$ cat config.mk
export PLATFORM = sky130hd
export DESIGN_NAME = cordic_engine
export DESIGN_NICKNAME = d
export VERILOG_FILES = /design/src/rtl/cordic_pkg.sv /design/src/rtl/cordic_stage.sv /design/src/rtl/cordic_engine.sv
export SDC_FILE = /design/constraint.sdc
export NUM_CORES = 2
export LEC_CHECK = 0
export ABC_AREA = 1
export CAP_MARGIN = 20
export CORE_MARGIN = 1
export CORE_UTILIZATION = 55
export DETAILED_ROUTE_END_ITERATION = 6
export GPL_TIMING_DRIVEN = 0
export PLACE_DENSITY = 0.72
export SLEW_MARGIN = 20
export SYNTH_ARGS = -nofsm -noshare
export SYNTH_HDL_FRONTEND = slang
export SYNTH_HIERARCHICAL = 1
export SYNTH_SLANG_ARGS = --single-unit
$ cat constraint.sdc
create_clock -name clock -period 6.02 [get_ports clock]
set_clock_uncertainty 0.05 [all_clocks]
set_input_delay 0.602 -clock clock [delete_from_list [all_inputs] [get_ports clock]]
set_output_delay 0.602 -clock clock [all_outputs]
set_load 0.02 [all_outputs]
$ cat src/rtl/cordic_pkg.sv
// Shared CORDIC definitions: mode encoding, guard-bit count and the arctangent
// table generator used to parameterise each micro-rotation stage.
package cordic_pkg;

  localparam int   GUARD    = 2;
  localparam logic MODE_ROT = 1'b0;
  localparam logic MODE_VEC = 1'b1;

  localparam real PI = 3.14159265358979323846;

  // atan(2^-idx) in binary radians (full circle = 2^width), evaluated at
  // elaboration with a Taylor series so no real math reaches hardware.
  function automatic int atan_val(input int width, input int idx);
    real scale;
    real t;
    real term;
    real sum;
    real sgn;
    scale = 1.0;
    for (int k = 0; k < width; k++) scale = scale * 2.0;
    if (idx == 0) return $rtoi(scale / 8.0 + 0.5);
    t = 1.0;
    for (int k = 0; k < idx; k++) t = t / 2.0;
    sum  = 0.0;
    term = t;
    sgn  = 1.0;
    for (int k = 0; k < 40; k++) begin
      sum  = sum + sgn * term / real'(2 * k + 1);
      term = term * t * t;
      sgn  = -sgn;
    end
    return $rtoi(sum * scale / (2.0 * PI) + 0.5);
  endfunction

endpackage

$ cat src/rtl/cordic_stage.sv
// One registered CORDIC micro-rotation: shift-add on x/y and a fixed arctangent
// step on z, direction chosen by the sample's own mode.
module cordic_stage
  import cordic_pkg::*;
#(
  parameter int WIDTH = 16,
  parameter int SHIFT = 0,
  parameter int ATAN  = 0
) (
  input  logic                            clock,
  input  logic                            reset_n,
  input  logic                            i_en,
  input  logic                            i_valid,
  input  logic                            i_mode,
  input  logic signed [WIDTH+GUARD-1:0]   i_x,
  input  logic signed [WIDTH+GUARD-1:0]   i_y,
  input  logic        [WIDTH-1:0]         i_z,
  output logic                            o_valid,
  output logic                            o_mode,
  output logic signed [WIDTH+GUARD-1:0]   o_x,
  output logic signed [WIDTH+GUARD-1:0]   o_y,
  output logic        [WIDTH-1:0]         o_z
);

  localparam int              IW     = WIDTH + GUARD;
  localparam logic [WIDTH-1:0] ATAN_W = WIDTH'(ATAN);

  logic                 w_neg;
  logic signed [IW-1:0] w_xs;
  logic signed [IW-1:0] w_ys;

  // Rotation drives the residual angle to zero; vectoring drives y to zero.
  assign w_neg = (i_mode == MODE_ROT) ? i_z[WIDTH-1] : ~i_y[IW-1];
  assign w_xs  = i_x >>> SHIFT;
  assign w_ys  = i_y >>> SHIFT;

  always_ff @(posedge clock or negedge reset_n) begin
    if (!reset_n) begin
      o_valid <= 1'b0;
      o_mode  <= 1'b0;
      o_x     <= '0;
      o_y     <= '0;
      o_z     <= '0;
    end else if (i_en) begin
      o_valid <= i_valid;
      o_mode  <= i_mode;
      if (w_neg) begin
        o_x <= i_x + w_ys;
        o_y <= i_y - w_xs;
        o_z <= i_z + ATAN_W;
      end else begin
        o_x <= i_x - w_ys;
        o_y <= i_y + w_xs;
        o_z <= i_z - ATAN_W;
      end
    end
  end

endmodule

$ cat src/rtl/cordic_engine.sv
// Pipelined CORDIC engine: quadrant pre-rotation, ITER micro-rotation stages and
// a saturating output register, all advancing together under one stall signal.
module cordic_engine
  import cordic_pkg::*;
#(
  parameter int WIDTH = 16,
  parameter int ITER  = 15
) (
  input  logic             clock,
  input  logic             reset_n,
  input  logic             in_valid,
  output logic             in_ready,
  input  logic             in_mode,
  input  logic [WIDTH-1:0] x0,
  input  logic [WIDTH-1:0] y0,
  input  logic [WIDTH-1:0] z0,
  output logic             out_valid,
  input  logic             out_ready,
  output logic             out_mode,
  output logic [WIDTH-1:0] x_out,
  output logic [WIDTH-1:0] y_out,
  output logic [WIDTH-1:0] z_out
);

  localparam int               IW      = WIDTH + GUARD;
  localparam logic [WIDTH-1:0] QUARTER = {2'b01, {(WIDTH-2){1'b0}}};

  logic                 w_advance;
  logic signed [IW-1:0] w_xe;
  logic signed [IW-1:0] w_ye;
  logic signed [IW-1:0] w_preX;
  logic signed [IW-1:0] w_preY;
  logic [WIDTH-1:0]     w_preZ;

  logic                 r_preValid;
  logic                 r_preMode;
  logic signed [IW-1:0] r_preX;
  logic signed [IW-1:0] r_preY;
  logic [WIDTH-1:0]     r_preZ;

  logic                 w_valid [0:ITER];
  logic                 w_mode  [0:ITER];
  logic signed [IW-1:0] w_x     [0:ITER];
  logic signed [IW-1:0] w_y     [0:ITER];
  logic [WIDTH-1:0]     w_z     [0:ITER];

  assign w_advance = !out_valid || out_ready;
  assign in_ready  = w_advance;

  assign w_xe = {{GUARD{x0[WIDTH-1]}}, x0};
  assign w_ye = {{GUARD{y0[WIDTH-1]}}, y0};

  // Fold the vector into the right half-plane so the stages only need to cover +/-90 deg.
  always_comb begin
    w_preX = w_xe;
    w_preY = w_ye;
    w_preZ = z0;
    if (in_mode == MODE_ROT) begin
      case (z0[WIDTH-1 -: 2])
        2'b01: begin
          w_preX = -w_ye;
          w_preY = w_xe;
          w_preZ = z0 - QUARTER;
        end
        2'b10: begin
          w_preX = w_ye;
          w_preY = -w_xe;
          w_preZ = z0 + QUARTER;
        end
        default: ;
      endcase
    end else if (x0[WIDTH-1]) begin
      if (!y0[WIDTH-1]) begin
        w_preX = w_ye;
        w_preY = -w_xe;
        w_preZ = z0 + QUARTER;
      end else begin
        w_preX = -w_ye;
        w_preY = w_xe;
        w_preZ = z0 - QUARTER;
      end
    end
  end

  always_ff @(posedge clock or negedge reset_n) begin
    if (!reset_n) begin
      r_preValid <= 1'b0;
      r_preMode  <= 1'b0;
      r_preX     <= '0;
      r_preY     <= '0;
      r_preZ     <= '0;
    end else if (w_advance) begin
      r_preValid <= in_valid;
      r_preMode  <= in_mode;
      r_preX     <= w_preX;
      r_preY     <= w_preY;
      r_preZ     <= w_preZ;
    end
  end

  assign w_valid[0] = r_preValid;
  assign w_mode[0]  = r_preMode;
  assign w_x[0]     = r_preX;
  assign w_y[0]     = r_preY;
  assign w_z[0]     = r_preZ;

  for (genvar k = 0; k < ITER; k++) begin : g_stage
    cordic_stage #(
      .WIDTH (WIDTH),
      .SHIFT (k),
      .ATAN  (atan_val(WIDTH, k))
    ) u_stage (
      .clock   (clock),
      .reset_n (reset_n),
      .i_en    (w_advance),
      .i_valid (w_valid[k]),
      .i_mode  (w_mode[k]),
      .i_x     (w_x[k]),
      .i_y     (w_y[k]),
      .i_z     (w_z[k]),
      .o_valid (w_valid[k+1]),
      .o_mode  (w_mode[k+1]),
      .o_x     (w_x[k+1]),
      .o_y     (w_y[k+1]),
      .o_z     (w_z[k+1])
    );
  end

  // Clamp when the guard bits disagree with the port sign bit.
  function automatic logic [WIDTH-1:0] sat(input logic signed [IW-1:0] v);
    if (v[IW-1:WIDTH-1] == {(GUARD+1){v[IW-1]}}) return v[WIDTH-1:0];
    else if (v[IW-1]) return {1'b1, {(WIDTH-1){1'b0}}};
    else return {1'b0, {(WIDTH-1){1'b1}}};
  endfunction

  always_ff @(posedge clock or negedge reset_n) begin
    if (!reset_n) begin
      out_valid <= 1'b0;
      out_mode  <= 1'b0;
      x_out     <= '0;
      y_out     <= '0;
      z_out     <= '0;
    end else if (w_advance) begin
      out_valid <= w_valid[ITER];
      out_mode  <= w_mode[ITER];
      x_out     <= sat(w_x[ITER]);
      y_out     <= sat(w_y[ITER]);
      z_out     <= w_z[ITER];
    end
  end

endmodule

# == Word level (Yosys, flattened, before mapping) ==
# Index checks and enable logic that the tools add are counted.
# totals
register_bits,914
output_inout_bits,51
in_bits,53
# classes
bitwise_logic,15
reduce_logical,2
eq_ne,4
n_mux,76
n_addsub,93
# op_table
operator,count
$mux 18,36
$mux 16,22
$pmux 18 s2,2
$add 18x10->18,2
$add 18x11->18,2
$add 18x12->18,2
$add 18x13->18,2
$add 18x14->18,2
$add 18x15->18,2
$add 18x16->18,2
$add 18x17->18,2
$add 18x4->18,2
$add 18x5->18,2
$add 18x6->18,2
$add 18x7->18,2
$add 18x8->18,2
$add 18x9->18,2
$neg 16->18,2
$sub 18x10->18,2
$sub 18x11->18,2
$sub 18x12->18,2
$sub 18x13->18,2
$sub 18x14->18,2
$sub 18x15->18,2
other kinds (48),88

# == Longest topological paths before layout ==
# depth
depth_word,4
depth_mapped,23

# == By module ==
# The synthesis kept the hierarchy.
# modules_own_cells
mod,area_each_um2,seq_area_each_um2,cells_each,n_inst
cordic_engine,6267.3,2602.5,902,1
cordic_stage at g_stage[4].u_stage,5420.2,1351.3,827,1
cordic_stage at g_stage[2].u_stage,5383.9,1351.3,822,1
cordic_stage at g_stage[3].u_stage,5352.6,1351.3,827,1
cordic_stage at g_stage[1].u_stage,5313.8,1351.3,822,1
cordic_stage at g_stage[6].u_stage,5290.1,1351.3,817,1
cordic_stage at g_stage[0].u_stage,5253.8,1326.3,819,1
cordic_stage at g_stage[5].u_stage,5240.0,1351.3,799,1
cordic_stage at g_stage[8].u_stage,5218.8,1351.3,793,1
cordic_stage at g_stage[7].u_stage,5212.5,1351.3,805,1
cordic_stage at g_stage[10].u_stage,5168.7,1351.3,786,1
cordic_stage at g_stage[11].u_stage,5167.5,1351.3,788,1
cordic_stage at g_stage[9].u_stage,5132.4,1351.3,766,1
cordic_stage at g_stage[12].u_stage,5066.1,1351.3,761,1
+2 rows,-,-,-,-

# == Worst setup path after synthesis ==
# No wires, ideal clock.
# synth_path
kind,register -> register
startpoint,reg g_stage[6].u_stage.o_y[7]
endpoint,reg g_stage[7].u_stage.o_x[15]
t_arrival_ns,2.492
path_stages_with_launch,22
synth_period_minus_slack_ns,2.660
setup_slack_ns,3.360
cell_sequence,dfrtp_1 > inv_1 > ha_1 > nand3_1 > nor2_1 > nand2_1 > nor3_1 > nand2_1 > nand2_1 > nand2_1 > nand2_1 > o21ai_0 > ha_1 > nand2_1 > inv_1 > nand2_1 > and2_1 > nor2_1 > nor3_1 > nand3_1 > nand3_1 > nand2_1
# synth_via
elab_chain_len,2
elab_cells_between_ends,3
cone_classes,add/sub: 2; mux: 1
# synth_lines
item,line,source
"start, declared",cordic_stage.sv:21,"output logic signed [WIDTH+GUARD-1:0] o_y,"
"start signal, assigned",cordic_stage.sv:49,o_y <= i_y - w_xs;
"start signal, assigned",cordic_stage.sv:53,o_y <= i_y + w_xs;
$sub 18x11->18 or $add 18x11->18 (tied branches),"cordic_stage.sv:52, cordic_stage.sv:48",
$mux 18 (*),cordic_stage.sv:47,if (w_neg) begin
"end signal, assigned",cordic_stage.sv:48,o_x <= i_x + w_ys;
"end signal, assigned",cordic_stage.sv:52,o_x <= i_x - w_ys;
"end, declared",cordic_stage.sv:20,"output logic signed [WIDTH+GUARD-1:0] o_x,"
# Every way passes the cells marked *; elsewhere a longest branch is shown, timed or not.
# A chain may end at the register's enable or synchronous reset.

# == Worst setup path in the final report ==
# layout_path
startpoint,reg out_valid
endpoint,out in_ready
# layout_via
elab_chain_len,2
# layout_lines
item,line,source
"start, declared",cordic_engine.sv:17,"output logic out_valid,"
"start signal, assigned",cordic_engine.sv:144,out_valid <= w_valid[ITER];
$logic_not 1->1,cordic_engine.sv:47,assign w_advance = !out_valid || out_ready;
$logic_or 1x1->1,cordic_engine.sv:47,
"end, declared",cordic_engine.sv:12,"output logic in_ready,"
# No other way between the ends.

==> impl_metrics.env <==
export IMPL_status="finished with violations"
export IMPL_violations="DRC"
export IMPL_drt_drc_violations_left=5
export IMPL_synth_seq_area_share_pct=27.0
export IMPL_numCtsBuffers=105
export IMPL_start_util_pct=55.5
export IMPL_timing_final_crit_period_ns=4.42
export IMPL_grt_pass1_vias=80773
export IMPL_maxUsedRoutingLayer="met4"
export IMPL_ioPinCount=104
export IMPL_synthTopCellsByArea="dfrtp_1, nand2_1, ha_1"
export IMPL_hold_viol=0
export IMPL_setup_viol_count_final=0
export IMPL_htree_num_levels=3
export IMPL_routedWlPerCell_um=18.5
export IMPL_yosys_area_top_type="dfrtp_1"
export IMPL_viasPerCell=5.67
export IMPL_dp_hpwl_um=228000
export IMPL_tightest_slew_ns=1.07
export IMPL_wl_met2_um=122000
export IMPL_root_buffer="clkbuf_16"
export IMPL_finalCritPeriodShare_pct=73.4
export IMPL_rsz0062_at_grt="false"
export IMPL_end_kind="output pin"
export IMPL_synth_warning_count=6
export IMPL_min_path_type="in -> async"
export IMPL_synth_area_um2=84500
export IMPL_antenna_found_initial=4
export IMPL_grtUsageTotal_pct=35.5
export IMPL_cts_buffer_depth=3
export IMPL_synth_edf_count=0
export IMPL_slew_limit_headroom_pct=28.5
export IMPL_path_max_fanout=11
export IMPL_final_cell_mix="nand2_1, inv_1, nor2_1"
export IMPL_clk_latency_ns=0.73
export IMPL_grt_ovfl_total=0
export IMPL_fp_dieW_um=394
export IMPL_synth_cells=12842
export IMPL_rows=143
export IMPL_synth_fp_nets=13727
export IMPL_drv_cap=0
export IMPL_slew_violations=0
export IMPL_core_area_um2=152000
export IMPL_fmax_ghz=0.226
export IMPL_grt_max_degree=146
export IMPL_postCtsHoldBufs=1
export IMPL_synth_top_cell_area_share_pct=27.0
export IMPL_cp_arrival_ns=3.77
export IMPL_met1Wirelength_um=128000
export IMPL_final_setup_tns_ns=0
export IMPL_place_congestion=0.993
export IMPL_setup_worst_path_class="reg -> out"
export IMPL_worstSetupStartpointType="flop"
export IMPL_drt_total_wl_um=280000
export IMPL_via_count=86084
export IMPL_post_cts_setup_buffer_count=0
export IMPL_met3WireLength_um=20400
export IMPL_synthFlopType="dfrtp_1"
export IMPL_die_h_um=394
export IMPL_drtAntennaViolNets=0
export IMPL_io_buffers=103
export IMPL_synth_ff_latch_count=913
export IMPL_path_clk_slew_ns=0.06
export IMPL_nets=13946
export IMPL_tritoncts="yes"
export IMPL_syn_area_per_cell_um2=6.58
export IMPL_drive_gt1_share_pct=4.60
export IMPL_final_common_cell="nand2_1"
export IMPL_crit_required_ns=5.37
export IMPL_ys_async_sr_fraction_pct=100
export IMPL_die_area_um2=155000
export IMPL_syn_to_final_growth_pct=8.79
export IMPL_dr_pass1_iters=7
export IMPL_grt_pass1_wl_um=444000
export IMPL_clkSinkCount=913
export IMPL_cts_resized=0
export IMPL_drtIter0Drc=8036
export IMPL_synth_cell_type_count=77
==> routing by layer <==
layer / vias up / GRT usage (%)
li1: 42242 / -
met1: 40327 / 50.4
met2: 3016 / 55.6
met3: 499 / 4.92
met4: 0 / 11.5
met5: - / 0
==> layout make-up <==
class                           count  area (um2)
Clock inverter                     64         779
Antenna cell                        1        2.50
Sequential cell                   913       22800
Inverter                         1350        5090
Timing Repair Buffer              112        1280
Multi-Input combinational cell  10301       55200
Fill cell                       14822       60300
Buffer                            278        1430
Tap cell                         2030        2540
Clock buffer                      125        2820
==> synth_stat cells (20+ instances only) <==
master / instances
a21o_1: 44
a21oi_1: 800
a31oi_1: 82
and2_1: 48
buf_1: 28
buf_2: 75
buf_4: 20
buf_6: 24
clkbuf_1: 128
dfrtp_1: 913
fa_1: 46
ha_1: 786
inv_1: 1279
inv_2: 57
nand2_1: 4333
nand2_2: 58
nand3_1: 1104
nand3b_1: 134
nand4_1: 82
nor2_1: 1125
nor2_2: 25
nor3_1: 86
nor4_1: 21
o21ai_0: 603
o21ai_1: 106
o21ai_2: 20
o21bai_1: 89
or2_1: 29
or2_2: 25
xnor2_1: 229
xor2_1: 237
==> through the flow <==
step | instance area (um2) | std cells | worst slack, ns | hold slack (ns) | utilization [%]
CTS | 92000 | 15173 | 1.57 | 0.297 | 60.4
global route | 92000 | 15173 | 1.51 | 0.338 | 60.4
global placement | 88100 | 14975 | -36.03 | 0.404 | 57.9
finish | 92000 | 15174 | 1.60 | 0.329 | 60.4
floorplan | 84500 | 12842 | 3.36 | 0.256 | -
detailed placement | 88300 | 14983 | 1.15 | 0.409 | 58.0
==> registers in the layout, indices dropped and copies added (netlist names), 16 cells and up <==
signal,count
g_stage.u_stage/o_y,270
z_out,16
g_stage.u_stage/o_z,240
r_preX,18
g_stage.u_stage/o_x,269
r_preY,18
r_preZ,16
x_out,16
y_out,16
==> final timing paths <==
kind                                         endpoint  slack (ns)      start  cells past startpoint
setup / recovery                             in_ready        1.60  out_valid                      5
hold / removal             g_stage[2].u_stage/o_x[14]        0.33    reset_n                      2
setup reg to reg           g_stage[5].u_stage/o_y[12]        1.73  out_valid                      9
hold reg to reg             g_stage[0].u_stage/o_z[2]        0.42  r_preZ[2]                      2
max in group asynchronous  g_stage[9].u_stage/o_x[14]        2.85    reset_n                      6
min in group clock                         r_preZ[12]        0.38     z0[12]                      3
==> logic make-up after synthesis <==
group,Yosys count,synth area share (%)
buf+inv,1628,7.70
flops,913,27.0
fa+ha+maj,832,12.7
xor+xnor,471,4.95
simple gates,7133,35.4
compound gates,1864,12.2
mux,1,0.0118
==> worst max-delay path, stage by stage (launching register included) <==
cell and delay (ns):
dfrtp_1 0.37, nand2_1 0.18, buf_2 0.61, buf_2 0.76, buf_4 0.44, clkdlybuf4s50_1 0.67
Power is not shown: default switching activity piles up to over one toggle a cycle in this logic, so the estimate is an artifact.
